File: src/rtl/multi_cycle_pkg.sv
// Shared encodings for the multi-cycle RV32 control FSM: state codes,
// opcode/funct3 constants, datapath mux selects and ALU control classes.
package multi_cycle_pkg;

    typedef enum logic [3:0] {
        S_FETCH     = 4'd0,
        S_DECODE    = 4'd1,
        S_MEM_ADDR  = 4'd2,
        S_MEM_READ  = 4'd3,
        S_MEM_WB    = 4'd4,
        S_MEM_WRITE = 4'd5,
        S_EXEC_R    = 4'd6,
        S_EXEC_I    = 4'd7,
        S_ALU_WB    = 4'd8,
        S_BRANCH    = 4'd9,
        S_JAL       = 4'd10,
        S_LUI       = 4'd11,
        S_TRAP      = 4'd12
    } state_t;

    localparam logic [6:0] OP_LOAD   = 7'b0000011;
    localparam logic [6:0] OP_STORE  = 7'b0100011;
    localparam logic [6:0] OP_RTYPE  = 7'b0110011;
    localparam logic [6:0] OP_ITYPE  = 7'b0010011;
    localparam logic [6:0] OP_BRANCH = 7'b1100011;
    localparam logic [6:0] OP_JAL    = 7'b1101111;
    localparam logic [6:0] OP_LUI    = 7'b0110111;

    localparam logic [2:0] F3_BEQ = 3'b000;
    localparam logic [2:0] F3_BNE = 3'b001;

    localparam logic [1:0] SRC_A_PC    = 2'd0;
    localparam logic [1:0] SRC_A_OLDPC = 2'd1;
    localparam logic [1:0] SRC_A_RS1   = 2'd2;
    localparam logic [1:0] SRC_A_ZERO  = 2'd3;

    localparam logic [1:0] SRC_B_RS2  = 2'd0;
    localparam logic [1:0] SRC_B_FOUR = 2'd1;
    localparam logic [1:0] SRC_B_IMM  = 2'd2;

    localparam logic [2:0] ALU_ADD   = 3'd0;
    localparam logic [2:0] ALU_SUB   = 3'd1;
    localparam logic [2:0] ALU_RTYPE = 3'd2;
    localparam logic [2:0] ALU_ITYPE = 3'd3;

    localparam logic [1:0] WB_ALUOUT = 2'd0;
    localparam logic [1:0] WB_MDR    = 2'd1;
    localparam logic [1:0] WB_PC     = 2'd2;

    // Only BEQ and BNE are implemented; every other branch funct3 traps.
    function automatic logic branch_f3_ok(input logic [2:0] f3);
        return (f3 == F3_BEQ) || (f3 == F3_BNE);
    endfunction

    function automatic logic branch_taken(input logic [2:0] f3, input logic zero);
        return ((f3 == F3_BEQ) && zero) || ((f3 == F3_BNE) && !zero);
    endfunction

endpackage

File: src/rtl/mem_wait_timer.sv
// Counts stalled memory cycles; flags expiry in the last allowed cycle so
// the FSM can trap instead of waiting forever on a dead memory.
module mem_wait_timer #(
    parameter int WAIT_LIMIT = 15
) (
    input  logic clk,
    input  logic reset,
    input  logic req,
    input  logic ready,
    output logic expired
);

    localparam int CW = (WAIT_LIMIT < 2) ? 1 : $clog2(WAIT_LIMIT);

    logic [CW-1:0] cnt;

    // Count stalled cycles; any cycle without a request or with a completed
    // transfer restarts the count, so each memory state starts from zero.
    always_ff @(posedge clk or posedge reset) begin
        if (reset)
            cnt <= '0;
        else if (!req || ready)
            cnt <= '0;
        else
            cnt <= cnt + 1'b1;
    end

    // cnt holds the number of earlier stalled cycles, so the WAIT_LIMIT-th
    // stalled cycle is the one where cnt == WAIT_LIMIT-1; ready still wins.
    assign expired = req && !ready && (cnt == CW'(WAIT_LIMIT - 1));

endmodule

File: src/rtl/multi_cycle_control.sv
// Main control FSM of a multi-cycle RV32 subset core. State, sticky flags and
// the retire counter are registered; datapath controls decode from the state
// (plus ready/zero where a strobe depends on them) and are forced low in reset.
module multi_cycle_control
    import multi_cycle_pkg::*;
#(
    parameter int WAIT_LIMIT = 15
) (
    input  logic        clk,
    input  logic        reset,
    input  logic [6:0]  op_i,
    input  logic [2:0]  funct3_i,
    input  logic        zero_i,
    input  logic        mem_ready_i,
    output logic        mem_req_o,
    output logic        mem_we_o,
    output logic        i_or_d_o,
    output logic        ir_write_o,
    output logic        pc_write_o,
    output logic        pc_src_o,
    output logic        reg_write_o,
    output logic [1:0]  mem_to_reg_o,
    output logic [1:0]  alu_src_a_o,
    output logic [1:0]  alu_src_b_o,
    output logic [2:0]  alu_op_o,
    output logic [3:0]  state_o,
    output logic        illegal_o,
    output logic        timeout_o,
    output logic [31:0] retired_o
);

    state_t state;
    logic   expired;

    mem_wait_timer #(.WAIT_LIMIT(WAIT_LIMIT)) u_wait (
        .clk     (clk),
        .reset   (reset),
        .req     (mem_req_o),
        .ready   (mem_ready_i),
        .expired (expired)
    );

    assign state_o = state;

    // Next-state sequencing, sticky trap flags and retired-instruction count.
    always_ff @(posedge clk or posedge reset) begin
        if (reset) begin
            state     <= S_FETCH;
            illegal_o <= 1'b0;
            timeout_o <= 1'b0;
            retired_o <= '0;
        end else begin
            case (state)
                S_FETCH: begin
                    if (mem_ready_i) state <= S_DECODE;
                    else if (expired) begin
                        state     <= S_TRAP;
                        timeout_o <= 1'b1;
                    end
                end
                S_DECODE: begin
                    case (op_i)
                        OP_LOAD, OP_STORE: state <= S_MEM_ADDR;
                        OP_RTYPE:          state <= S_EXEC_R;
                        OP_ITYPE:          state <= S_EXEC_I;
                        OP_JAL:            state <= S_JAL;
                        OP_LUI:            state <= S_LUI;
                        OP_BRANCH: begin
                            if (branch_f3_ok(funct3_i)) state <= S_BRANCH;
                            else begin
                                state     <= S_TRAP;
                                illegal_o <= 1'b1;
                            end
                        end
                        default: begin
                            state     <= S_TRAP;
                            illegal_o <= 1'b1;
                        end
                    endcase
                end
                S_MEM_ADDR: state <= (op_i == OP_STORE) ? S_MEM_WRITE : S_MEM_READ;
                S_MEM_READ: begin
                    if (mem_ready_i) state <= S_MEM_WB;
                    else if (expired) begin
                        state     <= S_TRAP;
                        timeout_o <= 1'b1;
                    end
                end
                S_MEM_WRITE: begin
                    if (mem_ready_i) begin
                        state     <= S_FETCH;
                        retired_o <= retired_o + 32'd1;
                    end else if (expired) begin
                        state     <= S_TRAP;
                        timeout_o <= 1'b1;
                    end
                end
                S_EXEC_R, S_EXEC_I, S_LUI: state <= S_ALU_WB;
                S_MEM_WB, S_ALU_WB, S_BRANCH, S_JAL: begin
                    state     <= S_FETCH;
                    retired_o <= retired_o + 32'd1;
                end
                S_TRAP:  state <= S_TRAP;
                default: state <= S_TRAP;
            endcase
        end
    end

    // Per-state datapath controls; everything idles at zero while in reset.
    always_comb begin
        mem_req_o    = 1'b0;
        mem_we_o     = 1'b0;
        i_or_d_o     = 1'b0;
        ir_write_o   = 1'b0;
        pc_write_o   = 1'b0;
        pc_src_o     = 1'b0;
        reg_write_o  = 1'b0;
        mem_to_reg_o = WB_ALUOUT;
        alu_src_a_o  = SRC_A_PC;
        alu_src_b_o  = SRC_B_RS2;
        alu_op_o     = ALU_ADD;
        if (!reset) begin
            case (state)
                S_FETCH: begin
                    mem_req_o   = 1'b1;
                    ir_write_o  = mem_ready_i;
                    pc_write_o  = mem_ready_i;
                    alu_src_a_o = SRC_A_PC;
                    alu_src_b_o = SRC_B_FOUR;
                end
                S_DECODE: begin
                    alu_src_a_o = SRC_A_OLDPC;
                    alu_src_b_o = SRC_B_IMM;
                end
                S_MEM_ADDR: begin
                    alu_src_a_o = SRC_A_RS1;
                    alu_src_b_o = SRC_B_IMM;
                end
                S_MEM_READ: begin
                    mem_req_o = 1'b1;
                    i_or_d_o  = 1'b1;
                end
                S_MEM_WRITE: begin
                    mem_req_o = 1'b1;
                    mem_we_o  = 1'b1;
                    i_or_d_o  = 1'b1;
                end
                S_MEM_WB: begin
                    reg_write_o  = 1'b1;
                    mem_to_reg_o = WB_MDR;
                end
                S_EXEC_R: begin
                    alu_src_a_o = SRC_A_RS1;
                    alu_src_b_o = SRC_B_RS2;
                    alu_op_o    = ALU_RTYPE;
                end
                S_EXEC_I: begin
                    alu_src_a_o = SRC_A_RS1;
                    alu_src_b_o = SRC_B_IMM;
                    alu_op_o    = ALU_ITYPE;
                end
                S_LUI: begin
                    alu_src_a_o = SRC_A_ZERO;
                    alu_src_b_o = SRC_B_IMM;
                end
                S_ALU_WB: reg_write_o = 1'b1;
                S_BRANCH: begin
                    alu_src_a_o = SRC_A_RS1;
                    alu_src_b_o = SRC_B_RS2;
                    alu_op_o    = ALU_SUB;
                    pc_src_o    = 1'b1;
                    pc_write_o  = branch_taken(funct3_i, zero_i);
                end
                S_JAL: begin
                    reg_write_o  = 1'b1;
                    mem_to_reg_o = WB_PC;
                    pc_write_o   = 1'b1;
                    pc_src_o     = 1'b1;
                end
                default: ;
            endcase
        end
    end

endmodule

File: config.mk
export PLATFORM = sky130hd
export DESIGN_NAME = multi_cycle_control
export DESIGN_NICKNAME = d
export VERILOG_FILES = /design/src/rtl/multi_cycle_pkg.sv /design/src/rtl/mem_wait_timer.sv /design/src/rtl/multi_cycle_control.sv
export SDC_FILE = /design/constraint.sdc
export NUM_CORES = 1
export LEC_CHECK = 0
export ABC_AREA = 1
export BUFFER_PORTS_ARGS = -buffer_cell sky130_fd_sc_hd__buf_2
export CAP_MARGIN = 25
export CORE_MARGIN = 2
export CORE_UTILIZATION = 55
export CTS_BUF_LIST = sky130_fd_sc_hd__clkbuf_16
export DETAILED_ROUTE_END_ITERATION = 6
export GPL_ROUTABILITY_DRIVEN = 0
export GPL_TIMING_DRIVEN = 0
export PLACE_DENSITY = 0.81
export SYNTH_ARGS = -nofsm -noshare
export SYNTH_HDL_FRONTEND = slang
export SYNTH_SLANG_ARGS = --single-unit
export TNS_END_PERCENT = 20
File: constraint.sdc
create_clock -name clk -period 2.5 [get_ports clk]
set_clock_uncertainty 0.2 [all_clocks]
set_input_delay 0.25 -clock clk [delete_from_list [all_inputs] [get_ports clk]]
set_output_delay 0.25 -clock clk [all_outputs]
set_load 0.02 [all_outputs]
# Yosys cells after proc, flatten, opt, wreduce, memory -nomap -nowiden
# Cells that the tools add are included.
# op_classes
add_sub_neg,2
multipliers,0
div_mod_pow,0
order_cmp,0
eq_ne,22
shift,0
mux,35
bitwise_logic,2
reduce_logical,26
# ops
operator,count
$pmux W32 S2,1
$add A32 B1 Y32 const B,1
$mux W32,1
$pmux W4 S7,1
$pmux W4 S6,1
$eq A7 B6 Y1 const B,3
$eq A4 B4 Y1 const B,5
$mux W4,5
$eq A4 B3 Y1 const B,4
$eq A7 B7 Y1 const B,2
$mux W1,14
$pmux W2 S3,2
$reduce_or A4 Y1,3
$reduce_or A3 Y1,3
$eq A4 B2 Y1 const B,2
$mux W2,4
$pmux W2 S2,2
$eq A7 B2 Y1 const B,1
$eq A7 B5 Y1 const B,1
$mux W3,2
$reduce_and A3 Y1,2
$reduce_or A2 Y1,3
$reduce_or A6 Y1,1
$add A4 B1 Y4 const B,1
other kinds (13),22
# word_totals
ff_bits,42
latch_bits,0
ram_bits,0
rom_bits,0
input_bits,14
out_inout_bits,54
word_cells,92
mem_count,0

# Depth between registers and ports, before layout
# depth
word_depth,9
ltp_mapped,11
mapped_depth_nobuf,10

# Modules after synthesis
# A second synthesis with hierarchy kept.
# unflattened
cells_unflattened,491
hier_area_um2,3116.7
# modules_own_cells
mod,instances,cells_each,area_each_um2,seq_area_each_um2
multi_cycle_control,1,468,2915.3,950.9
mem_wait_timer,1,23,201.4,100.1

# Worst setup path after synthesis
# No wires, ideal clock.
# synth_path
path_type,input to register
startpoint,in reset
endpoint,"reg state[0], in the netlist state_o[0]"
arrival_ps,1759
required_ps,2173
slack_ps,414
stages,5
path_buffers,1
path_cell_list,clkbuf_1 > inv_1 > nand4_1 > nand3_1 > nand3_1
# synth_between
elab_chain_len,6
word_cells_on_any_way,8
# synth_lines
element,line,rtl
from (decl),multi_cycle_control.sv:10,"input logic reset,"
$mux W1 *,multi_cycle_control.sv:122,if (!reset) begin
$logic_and A1 B1 Y1 * (2 in series),mem_wait_timer.sv:30,assign expired = req && !ready && (cnt == CW'(WAIT_LIMIT - 1));
$mux W4 *,n/a,
$mux W4 (on tied branches),n/a,
$pmux W4 S7 *,n/a,
to (signal assigned),multi_cycle_control.sv:81,S_MEM_ADDR: state <= (op_i == OP_STORE) ? S_MEM_WRITE : S_MEM_READ;
to (decl),multi_cycle_control.sv:32,state_t state;
# Every way passes the cells marked *; elsewhere a longest branch is shown, timed or not.
# A chain may end at the register's enable or synchronous reset.

# Final worst setup path
# layout_path
startpoint,"reg state[1], in the netlist state_o[1]"
endpoint,out alu_src_b_o[1]
# layout_between
elab_chain_len,4
word_cells_on_any_way,8
# layout_lines
element,line,rtl
"$eq A4 B3 Y1, or another cell as far along",multi_cycle_control.sv:123,case (state)
$reduce_or A4 Y1 (no source line),n/a,
$pmux W2 S2 *,multi_cycle_control.sv:123,
$mux W2 *,multi_cycle_control.sv:122,
to (decl),multi_cycle_control.sv:24,"output logic [1:0] alu_src_b_o,"
# Marked as above.

==> results.cfg <==
[worst_setup_path]
r2r-end = retired_o[20]
required_ns = 2.05
critPathCaptureType = output port
critical_path_class = reg -> out
rrSetupSlack_ns = 0.36
path_max_fanout = 6
r2r-start = retired_o[0]
crit_arrival_ns = 1.91
worstRegToRegCells = 8
start_kind = register

[timing]
finalHoldViolCount = 0
rsz0062_at_grt = false
period_share_pct = 94.43
tns_ns = 0
slew_headroom_pct = 40.55
fin_crit_ns = 2.361
slew_violations = 0
setup_slack_ns = 0.1392
max_freq_mhz = 423.6
finalSetupViolations = 0
worstMarginPinSlew_ns = 0.8905

[finish]
fin_util_pct = 67.95
nFillCells = 454
num_antenna_cells = 0
drive_gt1_share_pct = 17.26
layoutNonFillerInstCount = 603
syn_to_final_growth_pct = 18.37
num-nets-final = 550

[run]
maxCapViolCount = 0

[floorplan]
coreArea_mm2 = 0.005172
die_w_um = 77.48
die-area_mm2 = 0.006002
io_pins = 68
start_util_pct = 57.40
rows = 26
die_height_um = 77.48

[drt]
first_pass_iters = 5
drt_iter0_drc = 251
routed_wl_um = 7481
wl_per_cell_um = 12.41
wl_met3_um = 509
vias = 3159
ant_nets = 0
highest_layer = met4
wl_met1_um = 3424
drcViolationCount = 0
viasPerCell = 5.239
wl_met2_um = 3462

[clocking]
cts_root_buf = clkbuf_16
cts_tree = done
h-tree-depth = 2
post_cts_buffers = 0
cts_sinks = 42
path_clk_slew_ns = 0.06
cts_buffer_depth = 2
worst_skew_pair.late_latency_ns = 0.28
ctsHoldBuffers = 0
cts_resized = 0
cts_buffers = 5

[grt]
grt_max_degree = 45
grt_pass1_vias = 2828
track_usage_pct = 25.97
antenna_found_initial = 0
grt_pass1_wl_um = 12680
overflow = 0

[synthesis]
ys_ff_latch = 42
netlist_area_mm2 = 0.002969
synth_nets = 478
netlist_instances = 461
ys_warn_count = 0
syn_avg_cell_area_um2 = 6.441
async_flop_share_pct = 100.0
synth_top_flop_cell = dfrtp_1
synth-edff-count = 0
synth.distinct_cells = 32
ys_seq_area_share_pct = 35.40

[power_and_ir_drop]
ir_drop_mv = 0.3600
pwr_density_cell_mw_per_mm2 = 377.1
power.leakage_nw = 1.824

[worst_hold_path]
hold_class = in -> async

[place]
io_buffers = 65
place_hpwl_um = 5715
post-place-ws_ns = 0.4185
dpl.cell_count = 596

[outcome]
status = finished, final reports clean
[metrics by stage]
step | power, mW | hold WS (ns) | area, µm²
global placement | 0.7396 | 0.2444 | 3382
finish | 1.325 | 0.08768 | 3515
detailed placement | 0.7416 | 0.2795 | 3382
floorplan | 0.7212 | 0.2523 | 2969
global route | 1.371 | 0.2000 | 3515
CTS | 1.334 | 0.1223 | 3515
[report_power, final]
| group | internal, mW | leakage (nW) | switching, mW |
|---|---|---|---|
| logic | 0.0137 | 1.20 | 0.0349 |
| registers | 0.680 | 0.556 | 0 |
| clock network | 0.357 | 0.0723 | 0.240 |
| total | 1.05 | 1.82 | 0.275 |
[kinds of logic (layout without fill, tap and decap cells)]
family                     after synthesis  in the layout  synth area share (%)
and+or+nand+nor                        328            328                 46.44
buffers and inverters                   44            116                 7.038
DFF                                     42             42                 35.40
AOI/OAI and AO/OA                       28             28                 5.310
xor gates and xnor gates                15             15                 4.425
adders and majority gates                3              3                 1.264
other                                    1              1                0.1263
[metal layers]
layer  GRT usage, %  vias up
met5              0        -
met4          6.786        0
met3          3.721       11
met2          42.78      128
met1          36.00     1435
li1               -     1585
[layout by cell type, fill, tap and decap left out, types with 2 or more instances in the layout]
cell       synthesis  routed
dfrtp_1           42      42
nand2_1          199     199
nor2_1            77      77
clkbuf_1           2       2
xnor2_1            8       8
o21ai_0            5       5
nor2_4             2       2
nand3b_1          13      13
nand3_1           17      17
nand4_1            7       7
inv_1             32      33
clkbuf_16          0       5
ha_1               3       3
a21oi_1            7       7
buf_4              3       3
a31oi_1            4       4
inv_2              2       3
xor2_1             7       7
nand2_2            3       3
buf_6              4       4
nor3_1             4       4
o21ai_1            7       7
buf_2              0      65
nor2_2             3       3
[final cells by class]
class / count / area [µm²] / share of cell area (%)
Tap cell: 70 / 87.58 / 2.492
Sequential cell: 42 / 1051 / 29.90
Clock inverter: 2 / 7.507 / 0.2136
Inverter: 35 / 133.9 / 3.809
Timing Repair Buffer: 65 / 325.3 / 9.256
Multi-Input combinational cell: 375 / 1709 / 48.63
Buffer: 9 / 75.07 / 2.136
Clock buffer: 5 / 125.1 / 3.560
[critical path: stages (launching register included)]
cell and delay, ns:
dfrtp_1 0.45, inv_1 0.14, nand2_1 0.08, nor3_1 0.51
nor2_1 0.13, a31oi_1 0.15, buf_2 0.18
[worst max-delay path by stage]
stage,cells past startpoint,endpoint,slack [ns],from
finish,6,alu_src_b_o[1],0.14,state_o[1]
global route,6,alu_src_b_o[1],0.05,state_o[1]
CTS,6,alu_src_b_o[1],0.20,state_o[1]
floorplan,5,state_o[0],0.41,reset
detailed placement,7,retired_o[14],0.42,retired_o[0]
global placement,5,state_o[0],-0.16,reset
[sequential cells by signal, indices dropped and copies added, names as in the netlist]
name / flops
timeout_o: 1
u_wait.cnt: 4
illegal_o: 1
state_o: 4
retired_o: 32
[cell usage after synthesis, drive strengths merged (2+ instances only)]
cell type	instances	share of area, %
buf	7	2.3
ha	3	1.3
clkbuf	2	0.25
xnor2	8	2.4
nor2	82	11
inv	35	4.5
nand4	7	1.5
a31oi	4	0.84
nor3	5	1.0
xor2	7	2.1
a21oi	7	1.2
o21ai	13	2.3
dfrtp	42	35
nand3	17	2.9
nand2	203	26
nand3b	13	3.3
Note: power is estimated with default switching activity, not from simulation.
